## src/rtl/uart_transmitter.sv

```systemverilog
// UART transmit stage: serialises one DBITS-wide word per tx_start as
// start bit, data LSB-first, parity bit, stop bit. Bit timing comes from
// the shared 16x-oversampling baud tick. tx is always driven from a flop.
//
// state    | meaning
// ---------+-----------------------------------------------------------
// S_IDLE   | line high, waiting for tx_start
// S_START  | start bit (tx = 0) for OS_TICKS ticks
// S_DATA   | data bits LSB-first, OS_TICKS ticks each
// S_PARITY | parity bit latched at acceptance
// S_STOP   | stop bit (tx = 1); tx_done on its final tick
module uart_transmitter #(
  parameter int DBITS      = 3,
  parameter int PARITY_ODD = 0,
  parameter int OS_TICKS   = 16
) (
  input  logic             clk,
  input  logic             rst,
  input  logic             tick,
  input  logic             tx_start,
  input  logic [DBITS-1:0] din,
  output logic             tx,
  output logic             tx_busy,
  output logic             tx_done
);

  localparam int         BW       = (DBITS > 1) ? $clog2(DBITS) : 1;
  localparam logic [3:0] CNT_LAST = 4'(OS_TICKS - 1);
  localparam logic [BW-1:0] BIT_LAST = BW'(DBITS - 1);

  typedef enum logic [2:0] {
    S_IDLE,
    S_START,
    S_DATA,
    S_PARITY,
    S_STOP
  } state_t;

  state_t           state;
  logic [3:0]       tick_cnt;
  logic [BW-1:0]    bit_cnt;
  logic [DBITS-1:0] shift_reg;
  logic [DBITS-1:0] shift_nx;
  logic             par_reg;
  logic             par_calc;
  logic             tx_reg;
  logic             bit_end;

  // The current serial bit finishes on the tick that completes its count.
  assign bit_end  = tick && (tick_cnt == CNT_LAST);
  assign shift_nx = shift_reg >> 1;
  assign par_calc = (^din) ^ (PARITY_ODD != 0);

  // Frame sequencer: state, tick/bit counters, shift register and tx flop.
  always_ff @(posedge clk or negedge rst) begin
    if (!rst) begin
      state     <= S_IDLE;
      tick_cnt  <= '0;
      bit_cnt   <= '0;
      shift_reg <= '0;
      par_reg   <= 1'b0;
      tx_reg    <= 1'b1;
    end else begin
      case (state)
        S_IDLE: begin
          tx_reg <= 1'b1;
          if (tx_start) begin
            shift_reg <= din;
            par_reg   <= par_calc;
            tick_cnt  <= '0;
            tx_reg    <= 1'b0;
            state     <= S_START;
          end
        end
        S_START: begin
          if (bit_end) begin
            tick_cnt <= '0;
            bit_cnt  <= '0;
            tx_reg   <= shift_reg[0];
            state    <= S_DATA;
          end else if (tick) begin
            tick_cnt <= tick_cnt + 4'd1;
          end
        end
        S_DATA: begin
          if (bit_end) begin
            tick_cnt <= '0;
            if (bit_cnt == BIT_LAST) begin
              tx_reg <= par_reg;
              state  <= S_PARITY;
            end else begin
              shift_reg <= shift_nx;
              tx_reg    <= shift_nx[0];
              bit_cnt   <= bit_cnt + BW'(1);
            end
          end else if (tick) begin
            tick_cnt <= tick_cnt + 4'd1;
          end
        end
        S_PARITY: begin
          if (bit_end) begin
            tick_cnt <= '0;
            tx_reg   <= 1'b1;
            state    <= S_STOP;
          end else if (tick) begin
            tick_cnt <= tick_cnt + 4'd1;
          end
        end
        S_STOP: begin
          if (bit_end) begin
            tick_cnt <= '0;
            tx_reg   <= 1'b1;
            state    <= S_IDLE;
          end else if (tick) begin
            tick_cnt <= tick_cnt + 4'd1;
          end
        end
        default: begin
          tx_reg <= 1'b1;
          state  <= S_IDLE;
        end
      endcase
    end
  end

  // Status decoded from the state register; tx_done marks the last stop tick.
  assign tx      = tx_reg;
  assign tx_busy = (state != S_IDLE);
  assign tx_done = (state == S_STOP) && bit_end;

endmodule

```

## config.mk

```make
export PLATFORM = sky130hd
export DESIGN_NAME = uart_transmitter
export DESIGN_NICKNAME = d
export VERILOG_FILES = /design/src/rtl/uart_transmitter.sv
export SDC_FILE = /design/constraint.sdc
export NUM_CORES = 1
export LEC_CHECK = 0
export CORE_MARGIN = 2
export CORE_UTILIZATION = 50
export CTS_CLUSTER_DIAMETER = 30
export DETAILED_ROUTE_END_ITERATION = 10
export GPL_TIMING_DRIVEN = 1
export PLACE_DENSITY = 0.69
export SYNTH_ARGS = -nofsm -noshare
export SYNTH_HDL_FRONTEND = slang
export SYNTH_SLANG_ARGS = --single-unit
```

## constraint.sdc

```tcl
create_clock -name clk -period 4 [get_ports clk]
set_input_delay 0.8 -clock clk [delete_from_list [all_inputs] [get_ports clk]]
set_output_delay 0.8 -clock clk [all_outputs]
set_load 0.02 [all_outputs]
```

Word level (Yosys, flattened, before mapping)
Cells that the tools add are included.
{"block": "totals", "reg_bits": 14, "latchBits": 0, "ramBits": 0, "rom_bits": 0, "inputBits": 7, "output_inout_bits": 3, "word_cells": 64, "mem_count": 0}
{"block": "op_classes", "add_sub_neg": 2, "mul": 0, "div_mod_pow": 0, "order_cmp": 0, "eq_ne": 15, "shifts": 0, "muxes": 25, "n_bitwise": 0, "n_reduce_logical": 16}
{"operator": "3-bit 2-to-1 mux", "n": 9}
{"operator": "3-bit case mux with 5 select lines", "n": 1}
{"operator": "2-bit inequality test (second input constant)", "n": 7}
{"operator": "4-bit 2-to-1 mux", "n": 3}
{"operator": "4-bit case mux with 2 select lines", "n": 1}
{"operator": "4-bit AND reduction", "n": 2}
{"operator": "3-bit by 2-bit == test with 1-bit output (second input constant)", "n": 2}
{"operator": "2-bit 2-to-1 mux", "n": 3}
{"operator": "3-bit case mux with 2 select lines", "n": 1}
{"operator": "3-bit AND reduction", "n": 2}
{"operator": "6-bit AND reduction", "n": 1}
{"operator": "2-bit nonzero test", "n": 3}
{"operator": "1-bit 2-to-1 mux", "n": 5}
{"operator": "4-bit by 1-bit adder with 4-bit output (second input constant)", "n": 1}
{"operator": "4-bit == test (second input constant)", "n": 1}
{"operator": "1-bit case mux with 4 select lines", "n": 1}
{"operator": "2-bit case mux with 2 select lines", "n": 1}
{"operator": "4-bit OR reduction", "n": 1}
{"operator": "3-bit by 1-bit == test with 1-bit output (second input constant)", "n": 1}
{"operator": "3-bit == test (second input constant)", "n": 1}
{"operator": "3-bit logical NOT", "n": 1}
{"operator": "3-bit by 1-bit inequality test with 1-bit output (second input constant)", "n": 1}
{"operator": "3-bit nonzero test", "n": 1}
{"operator": "3-bit XOR reduction", "n": 1}
{"operator": "6 further kinds", "n": 7}

Depth between registers and ports, before layout
{"block": "logic_depth", "ltp_word": 4, "depth_mapped": 6, "mapped_depth_nobuf": 6}

Least setup slack after synthesis
OpenSTA, ideal clock, no wires.
{"block": "synth_timing", "path_kind": "input to output", "startpoint": "input port tick", "endpoint": "output port tx_done", "arrival_time_ns": 1.313, "t_required_ns": 3.200, "slack_ns": 1.887, "path_stages": 2, "path_cell_list": "nand4_1 nor2_1"}
{"block": "synth_between", "elab_chain_cells": 2}
{"item": "from (decl)", "line_no": "19", "text": "input logic tick,"}
{"item": "1-bit logical AND", "line_no": "50", "text": "assign bit_end = tick && (tick_cnt == CNT_LAST);"}
{"item": "1-bit logical AND", "line_no": "129", "text": "assign tx_done = (state == S_STOP) && bit_end;"}
{"item": "to (decl)", "line_no": "24", "text": "output logic tx_done"}
Every way passes these cells.

Final worst setup path
Same ends and word-level chain as after synthesis.

==> impl_metrics.ini <==
[floorplan]
die_w_um = 46.09
row_count = 15
initial_core_util_pct = 52.44
die_area_um2 = 2124
core-area_um2 = 1689
ios = 10
chipHeight_um = 46.09

[synthesis]
async_flop_share_pct = 100.0
ys_seq_elements = 14
ys.flop_type = dfrtp_1
synth_top_area_share_pct = 36.72
yosysSeqAreaShare_pct = 39.69
ys_warn_count = 0
synth.area.top_cells = dfrtp_1 (37%), mux2i_1 (3.4%), nor2_1 (3.4%), dfstp_2 (3.0%), nand2_1 (3.0%)
avgSynthCellArea_um2 = 9.424
synth_area_um2 = 885.9
synthCells = 94
synth.distinct_cells = 39
syn-num-nets = 103
yosys.area.top_type = dfrtp_1
synth_edf_count = 0

[finish]
largest_reg_flops = 4
final_nets = 111
final_util_pct = 59.04
layout_commonest_cell = dfrtp_1
diodes = 0
final_cell_mix = dfrtp_1 (13), clkdlybuf4s50_1 (9), nor2_1 (8)
layout-drive-gt1-share_pct = 12.87
syn_to_final_growth_pct = 12.57
fin_area_um2 = 997.2

[global_routing]
grt_max_degree = 17
track_usage_pct = 18.80
use_met3_pct = 2.353
grt_use_met2_pct = 27.50
grt_pass1_vias = 626
grt_pass1_wl_um = 2808
grt_use_met1_pct = 26.65
antenna_found_initial = 0
busiest_layer = met2
grt_overflow = 0

[place]
portBuffers = 9
place_hpwl_um = 1210
place.gp.congestion = 0.7820
placed_cell_area_um2 = 970.9

[pwr]
power_frac_comb_pct = 39.4
vdd_drop_max_mv = 0.3093
totalPowerFinal_uw = 575.6
powerDensity_nw_per_um2 = 577.2
clockPowerShare_pct = 14.3
switching_power_uw = 217.2
p_int_uw = 358.3
switching_share_pct = 37.74
p_leak_uw = 0.0004098
power_frac_seq_pct = 46.3

[critical_path]
regToRegSetupSlack_ns = 2.14
path_class = input pin to output port
critPathArrivalTime_ns = 2.40
reg2reg_depth = 4
critPathLaunchType = input pin
required_ns = 3.20
end_kind = output port
worstPathMaxFanout = 7

[cts]
clockBufferDepth = 2
root_buffer = clkbuf_4
cts.sinks = 14
clk_pin_slew_ns = 0.07
worst_skew_pair.late_latency_ns = 0.28
cts_setup_buffers = 0
cts_tree = yes
cts_made_buffers = 3
htreeDepth = 1
cts-hold-fix-buffers = 0
post_cts_resized = 0

[run]
max_cap_violations = 0

[sta]
setup-tns-final_ns = 0
rsz0062_at_grt = false
finalHoldViolations = 0
slew_headroom_pct = 54.31
skew_ns = 0.006631
finalSetupViolations = 0
final_max_slew_viol_count = 0
hold_ws_ns = 0.5187
worst_pin_slew_ns = 0.6839
min_period_over_period_pct = 80.01
fmax_mhz = 312.5
min_period_ns = 3.201

[detailed_routing]
wire_per_inst_um = 14.25
drtAntennaViolNets = 0
drc = 0
drt_iter0_drc = 6
num_vias = 703
drtPass1Iterations = 4
via_per_inst = 5.958
wl_um = 1681

[min_path]
min_path_type = register to register
min_path_cells = 1

[outcome]
status = complete, no violations
power by group through the flow:
stage	combinational [uW]	clock, uW	sequential, uW
2_1_floorplan	192	0	246
3_3_place_gp	223	0	266
3_5_place_dp	228	0	269
4_1_cts	230	87.0	266
5_1_grt	257	94.3	276
6_report	227	82.1	266
kinds of logic (layout without fill, tap and decap cells):
group	after synthesis	count (layout)	synth area share, %
compound gates	23	23	19.35
buf+inv	10	17	4.660
flops	14	14	39.69
simple gates	37	37	24.58
xor+xnor	3	3	2.967
mux	5	5	5.932
fa+ha+maj	2	2	2.824
cells in the mapped netlist, drive strengths merged (3+ instances only):
library cell   n
a21oi          4
buf            3
clkbuf         3
dfrtp         13
inv            4
mux2i          3
nand2          7
nand2b         5
nand3          4
nor2           8
o21ai          5
o22ai          4
worst max-delay path, stage by stage:
cell             delay, ns
clkdlybuf4s50_1       0.58
nand4_1               0.25
nor2_1                0.16
clkdlybuf4s50_1       0.61
per-layer routing:
metal / wire length, um / up-vias / share of wire [%]
li1: - / 358 / -
met1: 828 / 329 / 49
met2: 764 / 11 / 45
met3: 51 / 5 / 3.0
met4: 37 / 0 / 2.2
met5: 0 / - / 0
final cells by class:
cell class | instances | area (um^2)
Sequential cell | 14 | 351.6
Clock buffer | 4 | 26.28
Fill cell | 156 | 691.9
Inverter | 4 | 15.01
Tap cell | 17 | 21.27
Multi-Input combinational cell | 70 | 493.0
Timing Repair Buffer | 9 | 90.09
per-stage QoR:
step / setup WS (ns) / cells
2_1_floorplan: 1.887 / 94
3_3_place_gp: 0.8264 / 114
3_5_place_dp: 0.7999 / 114
4_1_cts: 0.7886 / 118
5_1_grt: 0.6711 / 118
6_report: 0.7995 / 118
worst paths after layout:
check	from	to
worst min register to register	tick_cnt[0]	tick_cnt[0]
worst max register to register	state[2]	tick_cnt[3]
worst min-delay path	tick_cnt[0]	tick_cnt[0]
min in group asynchronous	rst	state[2]
worst max-delay path	tick	tx_done
max in group asynchronous	rst	shift_reg[1]
(Power assumes the default switching activity.)
==> edit (same flow settings) <==
Set the parameter `DBITS` to 6 (it was 3).
--- a/src/rtl/uart_transmitter.sv
+++ b/src/rtl/uart_transmitter.sv
@@ -11,5 +11,5 @@
 // S_STOP   | stop bit (tx = 1); tx_done on its final tick
 module uart_transmitter #(
-  parameter int DBITS      = 3,
+  parameter int DBITS      = 6,
   parameter int PARITY_ODD = 0,
   parameter int OS_TICKS   = 16
Ports: changed (resized din); port bits go from 10 to 13. No check against the original RTL was run, so the function may have changed too.
==> edit against the unedited design <==
- first-iteration DRC count increased to 3.3 times the old value
- area after synthesis increased by 21%
- total power increased by 29%
- routed wire length increased by 25%
- final cell count increased by 24%
- sequential cell count increased by 4
- worst setup slack improved by 0.044 ns
- design area increased by 25%
- clock power increased by 41%
- synthesized cell count increased by 13%
- clock skew decreased by 0.0037 ns
- combinational power increased by 26%
- hold slack improved by 0.0063 ns
- largest power group unchanged
==> edit: results (changes against the unedited design) <==
crit-path max FO 6 (-1); Static Leak 0.495 nW (+21%); htree depth 1 (unchanged); critical path data arrival time 2.36 ns (-0.04 ns); first-pass GRT wire length 3.74 mm (+33%); Synth Warn # 0 (unchanged); Register-to-Register Path Depth 4 (unchanged); Synth Net Count 119 (+16%); DP Wirelength 1.52 mm (+26%); Clock Skew 0.00289 ns (-0.00374 ns); top cells by area, synth dfrtp_1, xnor2_1, a2bb2oi_1, ha_1, nor2_1; async set-reset flop share out of synthesis 100% (unchanged); Max IR drop VDD 0.404 mV (+31%); diodes inserted 0 (unchanged); Clock Path Buffers 2 (unchanged); R2R setup slack 2.06 ns (-0.08 ns); gr usage total 19.9% (+1.1 points); hold endpoint tick_cnt[0]; Critical R2R Launch state[2]; clock latency on the worst-skew pair 0.30 ns (+0.02 ns); Hold WC Path Type flop to flop; largest net degree at the start of global routing 19 (+2); final RePlAce weighted congestion 0.721 (-7.8%); fin nets 133 (+20%); r2r endpoint tick_cnt[3]; Placed Instance Area 0.00121 mm^2 (+24%); Root Buffer Master clkbuf_4; Final ANT Viol Nets 0 (unchanged); max reg flops 6 (+2); vias in the first global route 784 (+25%); initial antenna violation count 0 (unchanged); router iterations before antenna repair 4 (unchanged); outcome finished clean; Worst slew margin 45.4% (-8.9 points); Iter 0 DRT Violations 20 (+14); WL/cell 14.4 um (+1.1%); clk slew on worst S/H paths 0.11 ns (+0.04 ns); Post-synth top cells dfrtp_1, nor2_1, nand2_1; Seq/Total Area, Yosys 42.3% (+2.6 points); vias per cell 5.89 (-1.1%); PortBufs 12 (+3); share of cells above drive strength 1 10.1% (-2.8 points)
## edit: cell types whose count changed in the layout (fill, tap and decap cells not counted), sizes merged, moves of 3 or more
cell / delta
a21oi: -3
a2bb2oi: +3
xnor2: +4
nand2b: -4
dfrtp: +4
clkdlybuf4s50: +3
## edit: worst max path at each step
stage	startpoint	to	cells after the start
2_1_floorplan	tick	tx_done	2
3_3_place_gp	tick	tx_done	4
3_5_place_dp	tick	tx_done	4
4_1_cts	tick	tx_done	4
5_1_grt	tick	tx_done	4
6_report	tick	tx_done	4
## edit: layout make-up
class / count / area [um^2]
Clock buffer: 4 / 36.3
Fill cell: 173 / 738
Inverter: 3 / 11.3
Multi-Input combinational cell: 82 / 591
Sequential cell: 18 / 452
Tap cell: 27 / 33.8
Timing Repair Buffer: 12 / 120
## edit: power breakdown
group,leakage [nW],switching [mW],total [mW],internal [mW]
logic,0.258,0.134,0.285,0.151
clock network,0.0210,0.0604,0.116,0.0555
registers,0.215,0.0840,0.339,0.255
total,0.495,0.278,0.740,0.461
## edit: cells by family after synthesis
family          share of synthesized area [%]
flops                                    42.3
mux                                      4.10
compound gates                           19.0
fa+ha+maj                                3.51
buf+inv                                  2.46
simple gates                             23.8
xor+xnor                                 4.92
## edit: routing by layer
layer / share of wire [%] / wire [um] / vias up / track usage (%)
li1: - / - / 422 / -
met1: 46 / 963 / 418 / 26.4
met2: 49 / 1040 / 16 / 31.1
met3: 3.1 / 65 / 4 / 3.57
met4: 1.7 / 36 / 0 / 9.72
met5: 0 / 0 / - / 0
## edit: stage by stage
stage	std cells	utilization (%)	hold WS, ns	power [mW]	setup slack [ns]
after global placement	142	60.9	0.499	0.621	0.883
after floorplan	106	-	0.472	0.550	1.86
final	146	62.8	0.525	0.740	0.844
after CTS	146	62.8	0.530	0.743	0.853
after global routing	146	62.8	0.549	0.805	0.783
after detailed placement	142	60.9	0.513	0.628	0.862
## edit: critical path: cells and delay by family
family        cells  cell delay, ns
buf+inv           2            1.12
simple gates      2            0.44
